<file path="src/rtl/vergoto_nested_pkg.sv">
// ============================================================================
// Module   : vergoto_nested_pkg
// Brief    : Shared types, addresses and helpers for the nested branch/exception unit.
// Revision : 1.0  initial release
// ============================================================================
`default_nettype none

package vergoto_nested_pkg;

    localparam logic [31:0] IRQ_ADDRESS  = 32'h0000_0200;
    localparam logic [31:0] TRAP_ADDRESS = 32'h0000_0180;

    // Rank must hold NUM_IRQ+1 for the largest configuration (16 lines).
    localparam int c_rank_w  = 5;
    localparam int c_idx_w   = 4;
    localparam int c_cause_w = 5;

    typedef enum logic [2:0] {
        BR_NONE = 3'd0,
        BR_EQ   = 3'd1,
        BR_NE   = 3'd2,
        BR_LT   = 3'd3,
        BR_GE   = 3'd4,
        BR_LTU  = 3'd5,
        BR_GEU  = 3'd6
    } branch_t;

    typedef struct packed {
        logic    is_jump;
        logic    is_mret;
        logic    is_trap;
        branch_t branch;
    } instruction_t;

    typedef struct packed {
        logic [31:0]        mepc;
        logic               is_irq;
        logic [c_idx_w-1:0] idx;
    } exc_entry_t;

    function automatic logic vercompare(branch_t br, logic [31:0] a, logic [31:0] b);
        logic r;
        case (br)
            BR_EQ:   r = (a == b);
            BR_NE:   r = (a != b);
            BR_LT:   r = ($signed(a) < $signed(b));
            BR_GE:   r = ($signed(a) >= $signed(b));
            BR_LTU:  r = (a < b);
            BR_GEU:  r = (a >= b);
            default: r = 1'b0;
        endcase
        return r;
    endfunction

    function automatic logic [c_rank_w-1:0] entry_rank(exc_entry_t e);
        return e.is_irq ? (c_rank_w'(e.idx) + c_rank_w'(1)) : '0;
    endfunction

endpackage

`default_nettype wire

</file>
<file path="src/rtl/vergoto_stack.sv">
// ============================================================================
// Module   : vergoto_stack
// Brief    : DEPTH-entry LIFO of exception entries with pop+push in one cycle.
// Revision : 1.0  initial release
// ============================================================================
`default_nettype none

module vergoto_stack
    import vergoto_nested_pkg::*;
#(
    parameter int DEPTH = 2
) (
    input  logic                       clk,
    input  logic                       reset,
    input  logic                       push,
    input  logic                       pop,
    input  exc_entry_t                 push_data,
    output exc_entry_t                 top,
    output exc_entry_t                 below,
    output logic                       full,
    output logic                       empty,
    output logic [$clog2(DEPTH+1)-1:0] count
);

    localparam int c_cnt_w = $clog2(DEPTH+1);

    exc_entry_t         r_mem [DEPTH];
    logic [c_cnt_w-1:0] r_count;
    logic               w_do_pop;
    logic               w_do_push;
    logic [c_cnt_w-1:0] w_wr_ptr;

    assign empty     = (r_count == '0);
    assign full      = (r_count == c_cnt_w'(DEPTH));
    assign count     = r_count;
    assign w_do_pop  = pop & ~empty;
    assign w_do_push = push & (~full | w_do_pop);
    // A simultaneous pop+push overwrites the old top slot in place.
    assign w_wr_ptr  = w_do_pop ? (r_count - c_cnt_w'(1)) : r_count;

    always_comb begin
        top   = '0;
        below = '0;
        for (int i = 0; i < DEPTH; i++) begin
            if (i + 1 == int'(r_count)) top   = r_mem[i];
            if (i + 2 == int'(r_count)) below = r_mem[i];
        end
    end

    always_ff @(posedge clk or negedge reset) begin
        if (!reset) begin
            r_count <= '0;
        end else if (w_do_push && !w_do_pop) begin
            r_count <= r_count + c_cnt_w'(1);
        end else if (w_do_pop && !w_do_push) begin
            r_count <= r_count - c_cnt_w'(1);
        end
    end

    always_ff @(posedge clk) begin
        if (w_do_push) begin
            for (int i = 0; i < DEPTH; i++) begin
                if (i == int'(w_wr_ptr)) r_mem[i] <= push_data;
            end
        end
    end

endmodule

`default_nettype wire

</file>
<file path="src/rtl/vergoto_nested.sv">
// ============================================================================
// Module   : vergoto_nested
// Brief    : Next-PC unit with nested traps/IRQs, per-line mask and MRET tail-chain.
//            Define VERGOTO_VECTORED_EN for per-line IRQ vectors.
// Revision : 1.0  initial release
// ============================================================================
`default_nettype none

module vergoto_nested
    import vergoto_nested_pkg::*;
#(
    parameter int NUM_IRQ = 4,
    parameter int DEPTH   = 2
) (
    input  logic                       clk,
    input  logic                       reset,
    input  logic                       enable,
    input  logic [NUM_IRQ-1:0]         irq,
    input  logic                       mask_we,
    input  logic [NUM_IRQ-1:0]         mask_wdata,
    input  instruction_t               instr,
    input  logic [31:0]                xs1,
    input  logic [31:0]                xs2,
    input  logic [31:0]                address,
    input  logic [31:0]                pc_incr,
    output logic [31:0]                pc_next,
    output logic                       will_jump,
    output logic [NUM_IRQ-1:0]         irq_ack,
    output logic [c_cause_w-1:0]       mcause,
    output logic [$clog2(DEPTH+1)-1:0] level,
    output logic                       stack_err
);

    localparam logic [c_rank_w-1:0] c_idle_rank = c_rank_w'(NUM_IRQ + 1);

    logic [NUM_IRQ-1:0]         r_mask;
    logic                       r_err;
    exc_entry_t                 w_top;
    exc_entry_t                 w_below;
    exc_entry_t                 w_push_data;
    logic                       w_full;
    logic                       w_empty;
    logic                       w_push;
    logic                       w_pop;
    logic [$clog2(DEPTH+1)-1:0] w_count;
    logic                       w_taken;
    logic                       w_mret_ok;
    logic                       w_mret_empty;
    logic                       w_room;
    logic                       w_has_req;
    logic                       w_accept;
    logic                       w_trap_push;
    logic [NUM_IRQ-1:0]         w_pending;
    logic [c_idx_w-1:0]         w_sel;
    logic [c_rank_w-1:0]        w_cur_rank;
    logic [c_rank_w-1:0]        w_below_rank;
    logic [c_rank_w-1:0]        w_base_rank;
    logic [c_rank_w-1:0]        w_sel_rank;
    logic [31:0]                w_pc_target;
    logic [31:0]                w_irq_vector;

    assign w_taken      = vercompare(instr.branch, xs1, xs2);
    assign w_mret_ok    = instr.is_mret & ~w_empty;
    assign w_mret_empty = instr.is_mret & w_empty;

    assign w_cur_rank   = w_empty ? c_idle_rank : entry_rank(w_top);
    assign w_below_rank = (int'(w_count) >= 2) ? entry_rank(w_below) : c_idle_rank;
    // An MRET retires the top entry, so the competing rank is the one beneath it.
    assign w_base_rank  = instr.is_mret ? w_below_rank : w_cur_rank;

    assign w_pending = irq & r_mask;

    always_comb begin
        w_has_req = 1'b0;
        w_sel     = '0;
        for (int i = NUM_IRQ - 1; i >= 0; i--) begin
            if (w_pending[i]) begin
                w_has_req = 1'b1;
                w_sel     = c_idx_w'(i);
            end
        end
    end

    assign w_sel_rank  = c_rank_w'(w_sel) + c_rank_w'(1);
    assign w_room      = ~w_full | w_mret_ok;
    assign w_accept    = enable & w_has_req & (w_sel_rank < w_base_rank) & w_room & ~instr.is_trap;
    assign w_trap_push = enable & instr.is_trap & w_room;
    assign w_push      = w_accept | w_trap_push;
    assign w_pop       = enable & w_mret_ok;

    always_comb begin
        w_pc_target = pc_incr;
        if (instr.is_mret) begin
            w_pc_target = w_empty ? pc_incr : w_top.mepc;
        end else if (instr.is_jump || w_taken) begin
            w_pc_target = {address[31:2], 2'b00};
        end
    end

`ifdef VERGOTO_VECTORED_EN
    assign w_irq_vector = IRQ_ADDRESS + (32'(w_sel) << 2);
`else
    assign w_irq_vector = IRQ_ADDRESS;
`endif

    // On a tail-chain the target is the popped mepc, which becomes the new entry's mepc.
    assign w_push_data.mepc   = w_pc_target;
    assign w_push_data.is_irq = w_accept;
    assign w_push_data.idx    = w_accept ? w_sel : '0;

    vergoto_stack #(
        .DEPTH (DEPTH)
    ) u_stack (
        .clk       (clk),
        .reset     (reset),
        .push      (w_push),
        .pop       (w_pop),
        .push_data (w_push_data),
        .top       (w_top),
        .below     (w_below),
        .full      (w_full),
        .empty     (w_empty),
        .count     (w_count)
    );

    assign pc_next   = w_accept ? w_irq_vector :
                       instr.is_trap ? TRAP_ADDRESS : w_pc_target;
    assign will_jump = w_accept | instr.is_trap |
                       (instr.is_mret ? ~w_empty : (instr.is_jump | w_taken));
    assign irq_ack   = w_accept ? (NUM_IRQ'(1) << w_sel) : '0;
    assign mcause    = w_empty ? '0 : {w_top.is_irq, w_top.idx};
    assign level     = w_count;
    assign stack_err = r_err;

    always_ff @(posedge clk or negedge reset) begin
        if (!reset) begin
            r_mask <= '0;
            r_err  <= 1'b0;
        end else if (enable) begin
            if (mask_we) r_mask <= mask_wdata;
            if ((instr.is_trap && !w_room) || w_mret_empty) r_err <= 1'b1;
        end
    end

endmodule

`default_nettype wire

</file>
<file path="config.mk">
export PLATFORM = sky130hd
export DESIGN_NAME = vergoto_nested
export DESIGN_NICKNAME = d
export VERILOG_FILES = /design/src/rtl/vergoto_nested_pkg.sv /design/src/rtl/vergoto_stack.sv /design/src/rtl/vergoto_nested.sv
export SDC_FILE = /design/constraint.sdc
export NUM_CORES = 1
export LEC_CHECK = 0
export BUFFER_PORTS_ARGS = -buffer_cell sky130_fd_sc_hd__clkbuf_2
export CORE_UTILIZATION = 45
export DETAILED_ROUTE_END_ITERATION = 8
export GPL_TIMING_DRIVEN = 0
export PLACE_DENSITY = 0.73
export SYNTH_ARGS = -nofsm -noshare
export SYNTH_HDL_FRONTEND = slang
export SYNTH_SLANG_ARGS = --single-unit
export TNS_END_PERCENT = 10
</file>
<file path="constraint.sdc">
create_clock -name clk -period 14.7 [get_ports clk]
set_input_delay 4.41 -clock clk [delete_from_list [all_inputs] [get_ports clk]]
set_output_delay 4.41 -clock clk [all_outputs]
set_load 0.05 [all_outputs]
</file>
# Word level (Yosys, flattened, before mapping)
# Memory sizes are Yosys's and may differ from the RTL's.
# Cells that the tools add are included.
word_totals:
  ff_bits: 7
  ram_bits: 74
  input_bits: 146
  output_inout_bits: 45
  word_cells: 103
  memories: 1
memory_table:
  columns: ["memory", "words", "width", "read_ports", "rd_clocked_by_memory_dff", "wr", "line_no", "text"]
  rows:
  - ["u_stack.r_mem", 2, 37, 2, 0, 1, "vergoto_stack.sv:27", "exc_entry_t r_mem [DEPTH];"]
op_classes:
  addsub: 5
  order_cmp: 6
  n_eq_ne: 13
  n_shift: 1
  mux: 39
  n_bitwise: 21
  n_reduce_logical: 14
op_table:
  columns: ["cell", "n"]
  rows:
  - ["two-way mux 32 bit", 5]
  - ["two-way mux 37 bit", 3]
  - [">= comparator 32 bit", 2]
  - ["less-than comparator 32 bit", 2]
  - ["two-way mux 5 bit", 8]
  - ["OR reduction 37 bit", 1]
  - ["equality test 32 bit", 1]
  - ["inequality test 32 bit", 1]
  - ["two-way mux 4 bit", 5]
  - ["adder 4 x 1 -> 5 bit, second input constant", 3]
  - ["two-way mux 1 bit", 13]
  - ["AND 1 bit", 11]
  - ["equality test 3 bit, second input constant", 3]
  - ["two-way mux 2 bit", 4]
  - ["equality test 2 bit, first input constant", 3]
  - ["equality test 3 x 2 -> 1 bit, second input constant", 2]
  - ["OR 1 bit", 6]
  - ["case mux 1 bit (6 select lines)", 1]
  - ["less-than comparator 5 bit", 1]
  - ["AND 4 bit", 1]
  - ["logical NOT 2 bit", 2]
  - ["AND reduction 2 bit", 2]
  - ["left shift 1 x 4 -> 4 bit, first input constant", 1]
  - ["equality test 3 x 1 -> 1 bit, second input constant", 1]
  - ["other kinds (10)", 17]

# Logic depth before layout (Yosys ltp)
# Gate-level depths: netlist (run 1).
logic_depth:
  depth_word: 17
  ltp_mapped: 20
  ltp_nobuf: 17

# By module
# A second synthesis (run 1) with hierarchy kept.
unflattened:
  cells_unflattened: 798
  hier_area_um2: 6817.8
by_module_without_submodules:
  columns: ["module", "n_inst", "cells_each", "area_each_um2", "seq_area_each_um2"]
  rows:
  - ["vergoto_stack", 1, 291, 3410.8, 2272.2]
  - ["vergoto_nested", 1, 507, 3407.0, 125.1]

# Worst setup path after synthesis (run 1)
# Ideal clock, no wire load.
synth_path:
  path_kind: "input-to-output"
  startpoint: "input port xs2[31]"
  endpoint: "output port pc_next[7]"
  arrival_ps: 7876
  required_ps: 10290
  setup_slack_ps: 2414
  cell_stages: 11
  n_path_buf: 2
  cell_sequence: "inv_1 > ha_1 > nand4_1 > or4_1 > a311oi_1 > a2bb2oi_1 > and3_1 > buf_2 > clkbuf_1 > nor3_1 > o31ai_1"
synth_via:
  elab_chain_len: 7
synth_rtl:
  columns: ["item", "line_no", "text"]
  rows:
  - ["start, declared", "vergoto_nested.sv:23", "input logic [31:0] xs2,"]
  - [">= comparator 32 bit, or another cell as far along", "vergoto_nested_pkg.sv:49", "BR_GEU: r = (a >= b);"]
  - ["case mux 1 bit (6 select lines) (*)", "vergoto_nested_pkg.sv:43", "case (br)"]
  - ["logical OR 1 bit (*)", "vergoto_nested.sv:95", "end else if (instr.is_jump || w_taken) begin"]
  - ["two-way mux 32 bit (*)", "vergoto_nested.sv:95", null]
  - ["two-way mux 32 bit (*)", "vergoto_nested.sv:93", "if (instr.is_mret) begin"]
  - ["two-way mux 32 bit (*)", "vergoto_nested.sv:127", "instr.is_trap ? TRAP_ADDRESS : w_pc_target;"]
  - ["two-way mux 32 bit (*)", "vergoto_nested.sv:126", "assign pc_next = w_accept ? w_irq_vector :"]
  - ["end, declared", "vergoto_nested.sv:26", "output logic [31:0] pc_next,"]
# Every way passes the cells marked *; elsewhere a longest branch is shown, timed or not.

# Final worst setup path (run 1)
layout_path:
  startpoint: "input port xs2[31]"
  endpoint: "output port pc_next[31]"
# The elaborated chain is that of the path after synthesis.

==> run metrics, run 1 <==
I/O Buffers=around 180; routed vias=5752; syn avg cell area=9.65 µm²; CP max FO=10; launching point of the worst reg2reg path=u_stack.count[0]$_DFFE_PN0P_; Setup Total Neg Slack=0 ps; area used by multi-input combinational logic=between 2000 and 3000 µm²; Slew @ Worst Pin=about 800 ps; VDD IR max=0.0854 mV; clock transition at the registers of the reported paths=roughly 60 ps; sequential-to-total area share from yosys stat=0.406; Max Slew Vio Count=0; clk sink count=77; Final Hold Fails=0; fin util=0.589; power share of the combinational group=0.508; Startpoint Class=input port; Worst Path Class, Setup=input port to output pin; fin area=between 7000 and 8000 µm²; Async S/R FF share, synth=0.0909; count leader, synth=edfxtp_1; Detailed Routing Iterations Pass 1=8; Reg area=2280 µm²; Most used DFF post-synth=edfxtp_1; share of total power in the clock network=0.193; DP Wirelength=13100 µm; top-area cell type share of the netlist area=0.375; Sw Share=0.443; Core Region=12100 µm²; first-pass GRT wire length=26600 µm; # hold bufs at CTS=0; die area=~13000 µm²; vias in the first global route=5723; Post-synth top cells=70 x edfxtp_1, 45 x ha_1, 43 x inv_1, 42 x nand2_1, 36 x nand4_1; postcts setup bufs=0; pin count of the biggest net entering global routing=21; Antenna Cells=0; DRT iter0 DRCs=~420; HP Class=flop to flop; Synth area leaders=edfxtp_1 38%, ha_1 10%, o211ai_2 4.5%, nand4_1 4.0%, a221o_1 3.9%; antenna viol nets, final=0; GPL Wtd Cong=0.908; CP max stage delay=640 ps; Critical Path, Cell by Cell=clkbuf_2 > inv_1 > ha_1 > nand4_1 > or4_1 > or2_1 > a311o_1 > a311o_1 > nor2_1 > buf_2 > nand4_1 > a31oi_1 > clkbuf_2; post_cts resized=0; placed instance area=6810 µm²; outcome=complete, no violations; Yosys cell types=53; remaining global-route overflow=0; RSZ-0062 raised after global routing=false; Ys Warns=0; Leak=between 3 and 4 nW; num ports=between 150 and 200; Post-synth EDFFs=70; sequential fraction of design power=0.298; clock latency on the worst-skew pair=between 300 and 400 ps; GRT Overall Usage=0.262; Core Rows=40; Bufs on Longest Clock Path=2; Fmax=0.0800 GHz; worst setup margin=approximately 2200 ps; CTS Buf Count=9; crit share post-route=0.850; number of max-cap violations=0; slowest CP cell=or4_1; share of layout cells above drive strength 1=0.307; Yosys reg bits=77; Yosys top cell by area=edfxtp_1; fin nets=970; initial antenna violation count=0; fin crit period=12490 ps; Post-Syn Instances=581; DRT Wirelength=16800 µm; clk_skew=roughly 8.1 ps; Initial Util=0.465; Mapped Area=5600 µm²; worst setup path end=pc_next[31]; Synth-to-Final Area Change=26.8%; chip width=114 µm; Slew headroom=0.474; Worst Path Required=between 10000 and 15000 ps; CTS tree=done; worst r2r path cells=18; internal power=0.636 mW; CTS H-tree lvls=3; CP endpoint kind=output pin; Worst EP arrival=approximately 8000 ps; r2r endpoint=u_stack.r_mem[0][70]$_DFFE_PP_; DR vias/cell=6.04; root buffer cell=clkbuf_16; chip height=114 µm; average wire per standard cell=17.6 µm; R2R Setup Slk=9560 ps; post-place setup slack=~2300 ps; number of setup violations in the final report=0; Fillers=1045; PwrDens=161 nW/µm²; NetSw=0.505 mW; # DRC=0; crit path from=xs2[31]
[worst min-delay path by stage]
stage,to,startpoint,slack [ps],cells past startpoint
after floorplan,r_mask[3]$_DFFE_PN0P_,r_mask[3]$_DFFE_PN0P_,500,1
after global placement,stack_err$_DFFE_PN0P_,stack_err$_DFFE_PN0P_,440,1
after detailed placement,stack_err$_DFFE_PN0P_,stack_err$_DFFE_PN0P_,450,1
after CTS,stack_err$_DFFE_PN0P_,stack_err$_DFFE_PN0P_,460,1
after global routing,stack_err$_DFFE_PN0P_,stack_err$_DFFE_PN0P_,480,1
final,stack_err$_DFFE_PN0P_,stack_err$_DFFE_PN0P_,460,1
[cell type report]
type	instances	share of cell area
multi-input cells	414	0.420
flip-flops and latches	77	0.320
repair buffers	186	0.137
clock buffers	9	0.0317
well taps	168	0.0296
plain buffers	48	0.0278
inverters	43	0.0227
clock inverters	7	0.0100
[cell usage in the layout, fill, tap and decap left out, types with 4 or more instances in the layout]
| cell | synthesis | routed |
|---|---|---|
| a21o_1 | 4 | 4 |
| nor2_1 | 21 | 19 |
| nand4_1 | 36 | 36 |
| ha_1 | 45 | 45 |
| o21ai_0 | 25 | 25 |
| nand3_1 | 33 | 33 |
| o211ai_1 | 29 | 29 |
| a22oi_1 | 14 | 14 |
| a21oi_1 | 23 | 23 |
| edfxtp_1 | 70 | 70 |
| clkbuf_16 | 0 | 9 |
| clkbuf_2 | 0 | 184 |
| and2_1 | 7 | 7 |
| nor2b_1 | 9 | 9 |
| buf_2 | 8 | 8 |
| mux2_2 | 4 | 4 |
| nor3_1 | 5 | 5 |
| clkbuf_1 | 34 | 34 |
| buf_1 | 4 | 4 |
| nand2_1 | 42 | 42 |
| inv_1 | 43 | 43 |
| a31oi_1 | 33 | 33 |
| o211ai_2 | 20 | 20 |
| dfrtp_1 | 7 | 7 |
| a221o_1 | 22 | 22 |
[critical path, delay by kind of cell]
kind | cells | cell delay (ps)
compound gates | 3 | 920
fa+ha+maj | 1 | 340
buf+inv | 4 | 750
simple gates | 5 | 1650
[stage by stage]
| step | hold WS [ps] | power, mW | std cells |
|---|---|---|---|
| finish | 460 | 1.14 | 952 |
| global route | 483 | 1.20 | 952 |
| CTS | 464 | 1.14 | 952 |
| detailed placement | 450 | 0.916 | 936 |
| global placement | 443 | 0.889 | 934 |
| floorplan | 502 | 0.748 | 582 |
[state kept, by name, indices dropped and copies added, names as in the netlist]
signal / cells
u_stack.count: 2
stack_err: 1
u_stack.r_mem: 70
r_mask: 4
[logic make-up (layout without fill, tap and decap cells)]
logic type | count (synthesis) | in the layout | share of synthesized area
xor+xnor | 2 | 2 | 0.00313
mux | 4 | 4 | 0.00804
simple gates | 166 | 166 | 0.150
buf+inv | 91 | 293 | 0.0641
other cells | 1 | 2 | 0.000669
fa+ha+maj | 45 | 45 | 0.100
compound gates | 195 | 195 | 0.267
flops | 77 | 77 | 0.406
[power groups by stage]
| stage | combinational [mW] | sequential, mW | clock [mW] |
|---|---|---|---|
| after global routing | 0.627 | 0.347 | 0.230 |
| after detailed placement | 0.571 | 0.345 | 0 |
| final | 0.580 | 0.341 | 0.221 |
| after floorplan | 0.397 | 0.351 | 0 |
| after global placement | 0.542 | 0.347 | 0 |
| after CTS | 0.575 | 0.341 | 0.221 |
[layer usage]
| layer | global-route usage | up-vias | routed length (µm) |
|---|---|---|---|
| li1 | - | 2671 | - |
| met1 | 0.306 | 2769 | 6470 |
| met2 | 0.481 | 277 | 8660 |
| met3 | 0.0388 | 35 | 1190 |
| met4 | 0.107 | 0 | 445 |
| met5 | 0 | - | 0 |
No activity file was read; power rests on OpenSTA's default activity.
==> run 2, diff against run 1 <==
Settings changed: ABC_AREA set to 1.
Clock period 14.7 ns to 12.9 ns, I/O delays scaled along.
==> run 2 against run 1 <==
Against the previous run:
- critical path depth is 1 higher
- clock power increased by 22%
- setup slack better by 340 ps
- synthesized cell count grew 22%
- core utilization is 0.30 points higher
- sequential share of layout area is 0.16 points lower
- via count fell by 3.3%
- critical endpoint is now pc_next[29]
- largest cell class unchanged
==> run metrics, run 2 <==
crit path from=instr[4]; initial antenna violation count=0; count leader, synth=nand2_1; Slew headroom=0.587; Most used DFF post-synth=edfxtp_1; clk sink count=77; Yosys reg bits=77; Final Hold Fails=0; root buffer cell=clkbuf_16; outcome=complete, no violations; antenna viol nets, final=0; DRT iter0 DRCs=317; Core Rows=40; DR vias/cell=roughly 5.1; CP max FO=10; Synth-to-Final Area Change=27.3%; most frequent cells in the layout=186 x clkbuf_2, 140 x nand2_1, 129 x inv_1; post_cts resized=0; # hold bufs at CTS=0; clock latency on the worst-skew pair=330 ps; Async S/R FF share, synth=0.0909; Leak=around 3.7 nW; VDD IR max=0.118 mV; DP Wirelength=11100 µm; HP Class=flop to flop; routed vias=between 5k and 6k; Biggest register=u_stack.r_mem; # DRC=0; I/O Buffers=186; vias in the first global route=5147; GPL Wtd Cong=0.848; Max Slew Vio Count=0; Post-synth EDFFs=70; die area=12900 µm²; hold_sp=stack_err$_DFFE_PN0P_; top-area cell type share of the netlist area=0.375; Yosys top cell by area=edfxtp_1; Detailed Routing Iterations Pass 1=6; launching point of the worst reg2reg path=u_stack.count[0]$_DFFE_PN0P_; commonest non-fill, non-tap cell in the layout=clkbuf_2; WHS=around 470 ps; Post-synth top cells=140 x nand2_1, 129 x inv_1, 75 x a21oi_1, 70 x edfxtp_1, 53 x nor2_1; number of setup violations in the final report=0; PwrDens=170 nW/µm²; Initial Util=0.465; Core Region=12100 µm²; chip width=114 µm; post-place setup slack=2630 ps; CTS tree=done; Worst Path Class, Setup=input port to output pin; fin crit period=10350 ps; clk_skew=4.77 ps; Fillers=between 1k and 1.5k; Synth area leaders=edfxtp_1 37%, ha_1 10%, nand2_1 9.4%, inv_1 8.6%, a21oi_1 6.7%; Setup Total Neg Slack=0 ps; Ys Warns=0; max reg flops=70; sequential-to-total area share from yosys stat=0.406; syn avg cell area=about 7.9 µm²; Bufs on Longest Clock Path=2; remaining global-route overflow=0; pin count of the biggest net entering global routing=29; Slew @ Worst Pin=about 620 ps; DRT Wirelength=14700 µm; Startpoint Class=input port; Worst EP arrival=6480 ps; CTS Buf Count=9; fin nets=between 1k and 1.5k; worst setup margin=2550 ps; RSZ-0062 raised after global routing=false; CTS H-tree lvls=3; clock transition at the registers of the reported paths=roughly 60 ps; Post-Syn Instances=711; average wire per standard cell=13.6 µm; number of max-cap violations=0; GRT Overall Usage=0.235; Yosys cell types=36; num ports=191; Fmax=0.0966 GHz; CP endpoint kind=output pin; share of layout cells above drive strength 1=0.257; crit share post-route=0.802; Worst Path Required=9030 ps; chip height=114 µm; postcts setup bufs=0; Antenna Cells=0; first-pass GRT wire length=between 20000 and 25000 µm; Mapped Area=~5600 µm²
[run 2: cell types whose count changed in the layout (fill, tap and decap cells not counted), moves of 16 or more]
cell	delta
a21oi_1	+52
a221o_1	-22
a22oi_1	+19
a31oi_1	-31
clkbuf_1	-18
inv_1	+86
nand2_1	+98
nand3_1	+16
nor2_1	+32
o211ai_1	-28
o211ai_2	-20
o21ai_0	-16
[run 2: through the flow]
step | std cells | power, mW | util | cell area, µm²
final | 1084 | 1.22 | 0.592 | 7140
after CTS | 1084 | 1.22 | 0.592 | 7140
after floorplan | 712 | 0.783 | - | 5610
after global placement | 1066 | 0.930 | 0.560 | 6750
after global routing | 1084 | 1.29 | 0.592 | 7140
after detailed placement | 1068 | 0.948 | 0.565 | 6820
[run 2: cell type report]
cell class | instances | area [µm²] | share of cell area
Sequential cell | 77 | 2280 | 0.319
Inverter | 133 | 499 | 0.0699
Multi-Input combinational cell | 468 | 2680 | 0.375
Tap cell | 168 | 210 | 0.0294
Buffer | 34 | 175 | 0.0245
Clock inverter | 7 | 100 | 0.0140
Clock buffer | 9 | 225 | 0.0315
Timing Repair Buffer | 188 | 978 | 0.137
[run 2: power by group]
| group | switching, mW | leakage [nW] | internal, mW | total, mW |
|---|---|---|---|---|
| registers | 0.0187 | 0.726 | 0.354 | 0.373 |
| clock network | 0.0993 | 0.148 | 0.170 | 0.269 |
| logic | 0.409 | 2.82 | 0.165 | 0.575 |
| total | 0.527 | 3.69 | 0.690 | 1.22 |
[run 2: final timing paths]
path / end / slack (ps) / cells past startpoint
worst max-delay path: pc_next[29] / 2550 / 14
worst min-delay path: stack_err$_DFFE_PN0P_ / 470 / 1
worst max register to register: u_stack.r_mem[0][60]$_DFFE_PP_ / 8160 / 18
worst min register to register: stack_err$_DFFE_PN0P_ / 470 / 1
max in group asynchronous: u_stack.count[1]$_DFFE_PN0P_ / 9370 / 1
min in group asynchronous: stack_err$_DFFE_PN0P_ / 3370 / 1
[run 2: critical path, stage by stage]
cell,delay (ps)
clkbuf_2,150
clkinv_1,240
a21oi_1,300
nand2_1,90
nor2_1,130
a31oi_1,60
ha_1,200
a21oi_1,170
nand4_2,240
nand2_1,150
buf_2,250
buf_2,290
a21oi_1,80
clkbuf_2,250
[run 2: kinds of logic (layout without fill, tap and decap cells)]
kind of cell               after synthesis  in the layout  synth area share
and+or+nand+nor                        285            285             0.227
xor gates and xnor gates                 3              3           0.00469
adders and majority gates               45             45             0.100
other                                    1              2          0.000669
DFF                                     77             77             0.406
buffers and inverters                  167            371             0.120
AOI/OAI and AO/OA                      129            129             0.133
muxes                                    4              4           0.00803
[run 2: metal layers]
metal	GRT usage	vias up	wire, µm
met2	0.400	215	6980
li1	-	2791	-
met1	0.310	2530	6600
met4	0.0763	0	286
met3	0.0319	26	888
met5	0	-	0
